### src/rtl/dino_game_pkg.sv
// Shared types, geometry defaults and datapath widths for the dino game engine.
package dino_game_pkg;

    typedef enum logic [1:0] {
        IDLE   = 2'd0,
        RUN    = 2'd1,
        PAUSED = 2'd2,
        OVER   = 2'd3
    } game_state_e;

    localparam int COORD_W = 12;
    localparam int VEL_W   = 8;
    localparam int SCORE_W = 16;
    localparam int SUM_W   = 13;
    localparam int CNT_W   = 8;

    localparam logic [COORD_W-1:0] DINO_X       = 12'd240;
    localparam logic [COORD_W-1:0] GROUND_Y     = 12'd320;
    localparam logic [COORD_W-1:0] OBST_START_X = 12'd680;

endpackage

### src/rtl/dino_game_engine_rise_pulse.sv
// Registered rising-edge detector: one-clk pulse the cycle after the input rises.
module rise_pulse (
    input  logic clk,
    input  logic reset,
    input  logic in,
    output logic pulse
);

    logic prev_r;
    logic pulse_r;

    // Track previous level and register the edge pulse.
    always_ff @(posedge clk) begin
        if (reset) begin
            prev_r  <= 1'b0;
            pulse_r <= 1'b0;
        end else begin
            prev_r  <= in;
            pulse_r <= in & ~prev_r;
        end
    end

    assign pulse = pulse_r;

endmodule

### src/rtl/dino_game_engine.sv
// Per-frame game state for the dino runner: jump physics, obstacle scroll,
// run/pause/over state machine and score, all advanced once per frame tick.
module dino_game_engine
    import dino_game_pkg::*;
#(
    parameter int unsigned JUMP_V         = 32'd14,
    parameter int unsigned GRAVITY        = 32'd1,
    parameter int unsigned SPEED_INIT     = 32'd4,
    parameter int unsigned SPEED_MAX      = 32'd12,
    parameter int unsigned SPEED_UP_EVERY = 32'd5
) (
    input  logic               clk,
    input  logic               reset,
    input  logic               screen_ready,
    input  logic               collision_detected,
    input  logic               jump_btn,
    input  logic               pause_btn,
    output logic [31:0]        x_coor,
    output logic [31:0]        y_coor,
    output logic [31:0]        x_coor_obstacle,
    output logic [31:0]        y_coor_obstacle,
    output logic               game_over,
    output logic               pause,
    output logic [SCORE_W-1:0] score
);

    logic tick_s, jump_p_s, pause_p_s;

    rise_pulse u_tick  (.clk(clk), .reset(reset), .in(screen_ready), .pulse(tick_s));
    rise_pulse u_jump  (.clk(clk), .reset(reset), .in(jump_btn),     .pulse(jump_p_s));
    rise_pulse u_pause (.clk(clk), .reset(reset), .in(pause_btn),    .pulse(pause_p_s));

    game_state_e               state_r, state_next_s;
    logic                      game_over_r, game_over_s, pause_r, pause_s;
    logic [COORD_W-1:0]        y_r, y_next_s, x_obs_r, x_obs_next_s, speed_r, speed_next_s;
    logic signed [VEL_W-1:0]   vel_r, vel_next_s;
    logic [CNT_W-1:0]          cleared_r, cleared_next_s;
    logic [SCORE_W-1:0]        score_r, score_next_s;
    logic                      jump_req_r, jump_req_next_s;
    logic signed [SUM_W-1:0]   ny_s;
    logic                      update_s, grounded_s;

    // State and registered status outputs.
    always_ff @(posedge clk) begin
        if (reset) begin
            state_r     <= IDLE;
            game_over_r <= 1'b0;
            pause_r     <= 1'b0;
        end else begin
            state_r     <= state_next_s;
            game_over_r <= game_over_s;
            pause_r     <= pause_s;
        end
    end

    // Next-state: collision outranks pause, pause outranks a plain tick.
    always_comb begin
        state_next_s = state_r;
        case (state_r)
            IDLE:    state_next_s = jump_p_s ? RUN : IDLE;
            RUN: begin
                if (tick_s && collision_detected) begin
                    state_next_s = OVER;
                end else if (pause_p_s) begin
                    state_next_s = PAUSED;
                end else begin
                    state_next_s = RUN;
                end
            end
            PAUSED:  state_next_s = pause_p_s ? RUN : PAUSED;
            OVER:    state_next_s = jump_p_s ? IDLE : OVER;
            default: state_next_s = IDLE;
        endcase
    end

    // Status flags decoded from the state being entered so they register with it.
    always_comb begin
        game_over_s = 1'b0;
        pause_s     = 1'b0;
        case (state_next_s)
            OVER:    game_over_s = 1'b1;
            PAUSED:  pause_s     = 1'b1;
            default: begin
                game_over_s = 1'b0;
                pause_s     = 1'b0;
            end
        endcase
    end

    assign update_s   = (state_r == RUN) && tick_s && !collision_detected && !pause_p_s;
    assign grounded_s = (y_r == GROUND_Y) && (vel_r == 8'sd0);
    assign ny_s       = $signed({1'b0, y_r}) - $signed({{(SUM_W-VEL_W){vel_r[VEL_W-1]}}, vel_r});

    // Physics, obstacle and score next values; entering IDLE restores start values.
    always_comb begin
        y_next_s        = y_r;
        vel_next_s      = vel_r;
        x_obs_next_s    = x_obs_r;
        speed_next_s    = speed_r;
        cleared_next_s  = cleared_r;
        score_next_s    = score_r;
        jump_req_next_s = jump_req_r;
        if (state_next_s == IDLE) begin
            y_next_s        = GROUND_Y;
            vel_next_s      = 8'sd0;
            x_obs_next_s    = OBST_START_X;
            speed_next_s    = COORD_W'(SPEED_INIT);
            cleared_next_s  = 8'd0;
            score_next_s    = 16'd0;
            jump_req_next_s = 1'b0;
        end else begin
            if (state_r == RUN && tick_s) begin
                jump_req_next_s = 1'b0;
            end else if (state_r == RUN && jump_p_s) begin
                jump_req_next_s = 1'b1;
            end else begin
                jump_req_next_s = jump_req_r;
            end
            if (update_s) begin
                if (grounded_s && jump_req_r) begin
                    vel_next_s = VEL_W'(JUMP_V);
                end else if (ny_s >= $signed({1'b0, GROUND_Y})) begin
                    y_next_s   = GROUND_Y;
                    vel_next_s = 8'sd0;
                end else begin
                    y_next_s   = ny_s[COORD_W-1:0];
                    vel_next_s = vel_r - VEL_W'(GRAVITY);
                end
                if (x_obs_r <= speed_r) begin
                    x_obs_next_s = OBST_START_X;
                    score_next_s = (score_r == 16'hFFFF) ? score_r : score_r + 16'd1;
                    if (cleared_r == CNT_W'(SPEED_UP_EVERY - 32'd1)) begin
                        cleared_next_s = 8'd0;
                        speed_next_s   = (speed_r < COORD_W'(SPEED_MAX)) ? speed_r + 12'd1
                                                                         : COORD_W'(SPEED_MAX);
                    end else begin
                        cleared_next_s = cleared_r + 8'd1;
                    end
                end else begin
                    x_obs_next_s = x_obs_r - speed_r;
                end
            end else begin
                y_next_s = y_r;
            end
        end
    end

    // Datapath registers.
    always_ff @(posedge clk) begin
        if (reset) begin
            y_r        <= GROUND_Y;
            vel_r      <= 8'sd0;
            x_obs_r    <= OBST_START_X;
            speed_r    <= COORD_W'(SPEED_INIT);
            cleared_r  <= 8'd0;
            score_r    <= 16'd0;
            jump_req_r <= 1'b0;
        end else begin
            y_r        <= y_next_s;
            vel_r      <= vel_next_s;
            x_obs_r    <= x_obs_next_s;
            speed_r    <= speed_next_s;
            cleared_r  <= cleared_next_s;
            score_r    <= score_next_s;
            jump_req_r <= jump_req_next_s;
        end
    end

    assign x_coor          = {{(32-COORD_W){1'b0}}, DINO_X};
    assign y_coor          = {{(32-COORD_W){1'b0}}, y_r};
    assign x_coor_obstacle = {{(32-COORD_W){1'b0}}, x_obs_r};
    assign y_coor_obstacle = {{(32-COORD_W){1'b0}}, GROUND_Y};
    assign game_over       = game_over_r;
    assign pause           = pause_r;
    assign score           = score_r;

endmodule

### config.mk
export PLATFORM = sky130hd
export DESIGN_NAME = dino_game_engine
export DESIGN_NICKNAME = d
export VERILOG_FILES = /design/src/rtl/dino_game_pkg.sv /design/src/rtl/dino_game_engine_rise_pulse.sv /design/src/rtl/dino_game_engine.sv
export SDC_FILE = /design/constraint.sdc
export NUM_CORES = 1
export LEC_CHECK = 0
export ABC_AREA = 1
export CAP_MARGIN = 20
export CORE_MARGIN = 2
export CORE_UTILIZATION = 50
export CTS_CLUSTER_SIZE = 8
export DETAILED_ROUTE_END_ITERATION = 10
export DONT_BUFFER_PORTS = 1
export HOLD_SLACK_MARGIN = 0.12
export SYNTH_ARGS = -nofsm -noshare
export SYNTH_HDL_FRONTEND = slang
export SYNTH_SLANG_ARGS = --single-unit
export TNS_END_PERCENT = 1
### constraint.sdc
create_clock -name clk -period 3.3 [get_ports clk]
set_clock_uncertainty 0.2 [all_clocks]
set_input_delay 0.495 -clock clk [delete_from_list [all_inputs] [get_ports clk]]
set_output_delay 0.495 -clock clk [all_outputs]
set_load 0.02 [all_outputs]
==> impl_metrics.toml <==
[detailed_routing]
firstDrtPassIters = 4
vias_per_cell = 4.89
antenna_left = 0
drt_wl_total_mm = 12.0
drcViolationCount = 0
first_iter_violations = 227
wl_per_cell_um = 12.4
vias = 4722

[clocking]
path_clk_slew_ns = 0.06
numClockSinks = 79
numCtsBuffers = 9
clk_latency_ns = 0.33
postCtsHoldBufs = 5
cts-root-buf = "clkbuf_16"
cts_tree = "built"
htreeDepth = 3
cts_resized = 0
cts_setup_buffers = 0
cts_buffer_depth = 2

[run_status]
outcome = "finished, final reports clean"

[sta]
fmax_ghz = 0.343
rsz0062_at_grt = "no"
drv_slew = 0
hold_violations = 0
relSlewSlack_pct = 64.6
timing.hold.ws_ns = 0.181
tns_ns = 0
finalCriticalPeriod_ns = 2.91
min_period_over_period_pct = 88.3
worstMarginPinSlew_ns = 0.531
setup_violations = 0
final.setup.worst_slack_ns = 0.386

[placed_design]
gp_congestion = 0.871
place_worst_setup_slack_ns = 0.388
portBuffers = 0
hpwlAfterDp_mm = 9.09

[pwr]
leakagePower_nw = 2.56
pwr_density_cell_nw_per_um2 = 364
ir_worst_vdd_mv = 0.280
p_total_mw = 2.09

[setup_path]
end_kind = "register"
cp.required_ns = 3.36
crit_type = "register to register"
critPathMaxStageDelay_ns = 0.40
slowest_stage = "fa_1"
cp_max_fo = 22
worst_ep_arrival_time_ns = 2.98
start_kind = "register"
worstPathCellList = "inv_1 -> ha_1 -> inv_1 -> fa_1 -> nand3_1 -> nand3_1 -> a21oi_2 -> o21ai_2 -> nand2_4 -> nand2_2 -> or2_2 -> a21oi_1"

[logic_synthesis]
yosysWarnings = 0
synth_cell_types = 40
syn_area_um2 = 5750
syn_inst = 820
synth.avg_cell_area_um2 = 7.01
ys_seq_area_share_pct = 27.5
ys_ff_latch = 79

[floorplanning]
die_x_um = 111
core_um2 = 11300
std_cell_rows = 39
die_h_um = 111
initial_utilization_pct = 50.8
dieArea_um2 = 12400
ios = 152

[global_route]
grt_max_degree = 49
grt_overflow = 0
antenna_found_initial = 0
grt_pass1_vias = 4377
track_usage_pct = 19.5
grt_pass1_wl_mm = 20.2

[cells_and_area]
nNetsFinal = 855
drive_above_1_share_pct = 6.80
diodes = 0
syn_to_final_growth_pct = -0.218

[worst_hold_path]
min_path_type = "primary input to register"

[run]
cap_violations = 0
-- kinds of logic after synthesis --
family          Yosys count  share of synthesized area (%)
flops                    79                           27.5
fa+ha+maj                31                           7.01
other cells               2                          0.131
buf+inv                 222                           22.7
compound gates          109                           10.5
simple gates            343                           27.0
xor+xnor                 34                           5.18
-- state kept, by name, summed over array words and instances (netlist names), 2 cells and up --
register and cells:
cleared_r 8, y_r 12, x_obs_r 12, score 16, state_r 2, vel_r 8
speed_r 12
-- critical path, delay by kind of cell (launching register included) --
kind	cells	cell delay, ns
flops	1	0.38
buf+inv	2	0.15
fa+ha+maj	2	0.56
compound gates	3	0.44
simple gates	5	1.10
-- synth_stat cells, drive strengths merged --
library cell	number	area (µm²)
a21oi	74	389
nor2	52	216
o211ai	2	15.0
dfxtp	79	1580
clkbuf	3	11.3
nor4	5	37.5
xor2	28	245
nand4	14	87.6
nand3	48	263
conb	2	7.51
inv	100	378
nand2	189	744
nor3b	2	15.0
a31oi	3	33.8
a211oi	2	15.0
fa	2	40.0
nand3b	3	22.5
or2	5	31.3
buf	119	913
ha	29	363
o21ai	25	129
xnor2	6	52.6
o21bai	3	22.5
nor3	25	135
-- path summary, 6_finish.rpt --
| check | slack (ns) | cells past startpoint | end | startpoint |
|---|---|---|---|---|
| max | 0.39 | 12 | cleared_r[5] | x_obs_r[0] |
| min | 0.18 | 3 | state_r[0] | reset |
| max reg2reg | 0.39 | 12 | cleared_r[5] | x_obs_r[0] |
| min reg2reg | 0.19 | 1 | u_tick.pulse | u_tick.prev_r |
-- metrics by stage --
step                      instance area, µm²  instances  utilization [%]
after floorplan                         6130        922                -
after global placement                  5400        945             47.7
after detailed placement                5400        945             47.7
after CTS                               5740        966             50.7
after global routing                    5740        966             50.7
final                                   5740        966             50.7
-- area by class of cell --
class | count | area, µm²
repair buffers | 7 | 65.1
clock inverters | 4 | 28.8
clock buffers | 12 | 256
multi-input cells | 621 | 3250
flip-flops and latches | 79 | 1580
fillers | 1172 | 5580
well taps | 143 | 179
inverters | 100 | 378
-- power breakdown --
part,switching (mW),total (mW),internal [mW]
Clock,0.392,0.944,0.552
Combinational,0.162,0.180,0.0182
Sequential,0.00495,0.965,0.960
-- cell usage in the layout, fill, tap and decap left out, drive strengths merged --
cell type    count
dlygate4sd3      5
nor3b            2
a211oi           2
fa               2
buf              2
nand3b           3
nand2          189
clkinv           1
nor3            25
xnor2            6
clkbuf          12
conb           104
inv            101
nand3           48
xor2            28
a31oi            3
nor2            52
nor4             5
o21ai           25
or2              5
o21bai           3
dfxtp           79
clkinvlp         2
a21oi           74
ha              29
o211ai           2
nand4           14
-- routing by layer --
metal / wire length (µm) / global-route usage [%] / vias to the layer above
met5: 0 / 0 / -
met4: 238 / 6.09 / 0
met3: 640 / 5.30 / 16
met2: 5650 / 33.3 / 125
met1: 5450 / 23.8 / 2154
li1: - / - / 2427
No activity file was read; power rests on OpenSTA's default activity.
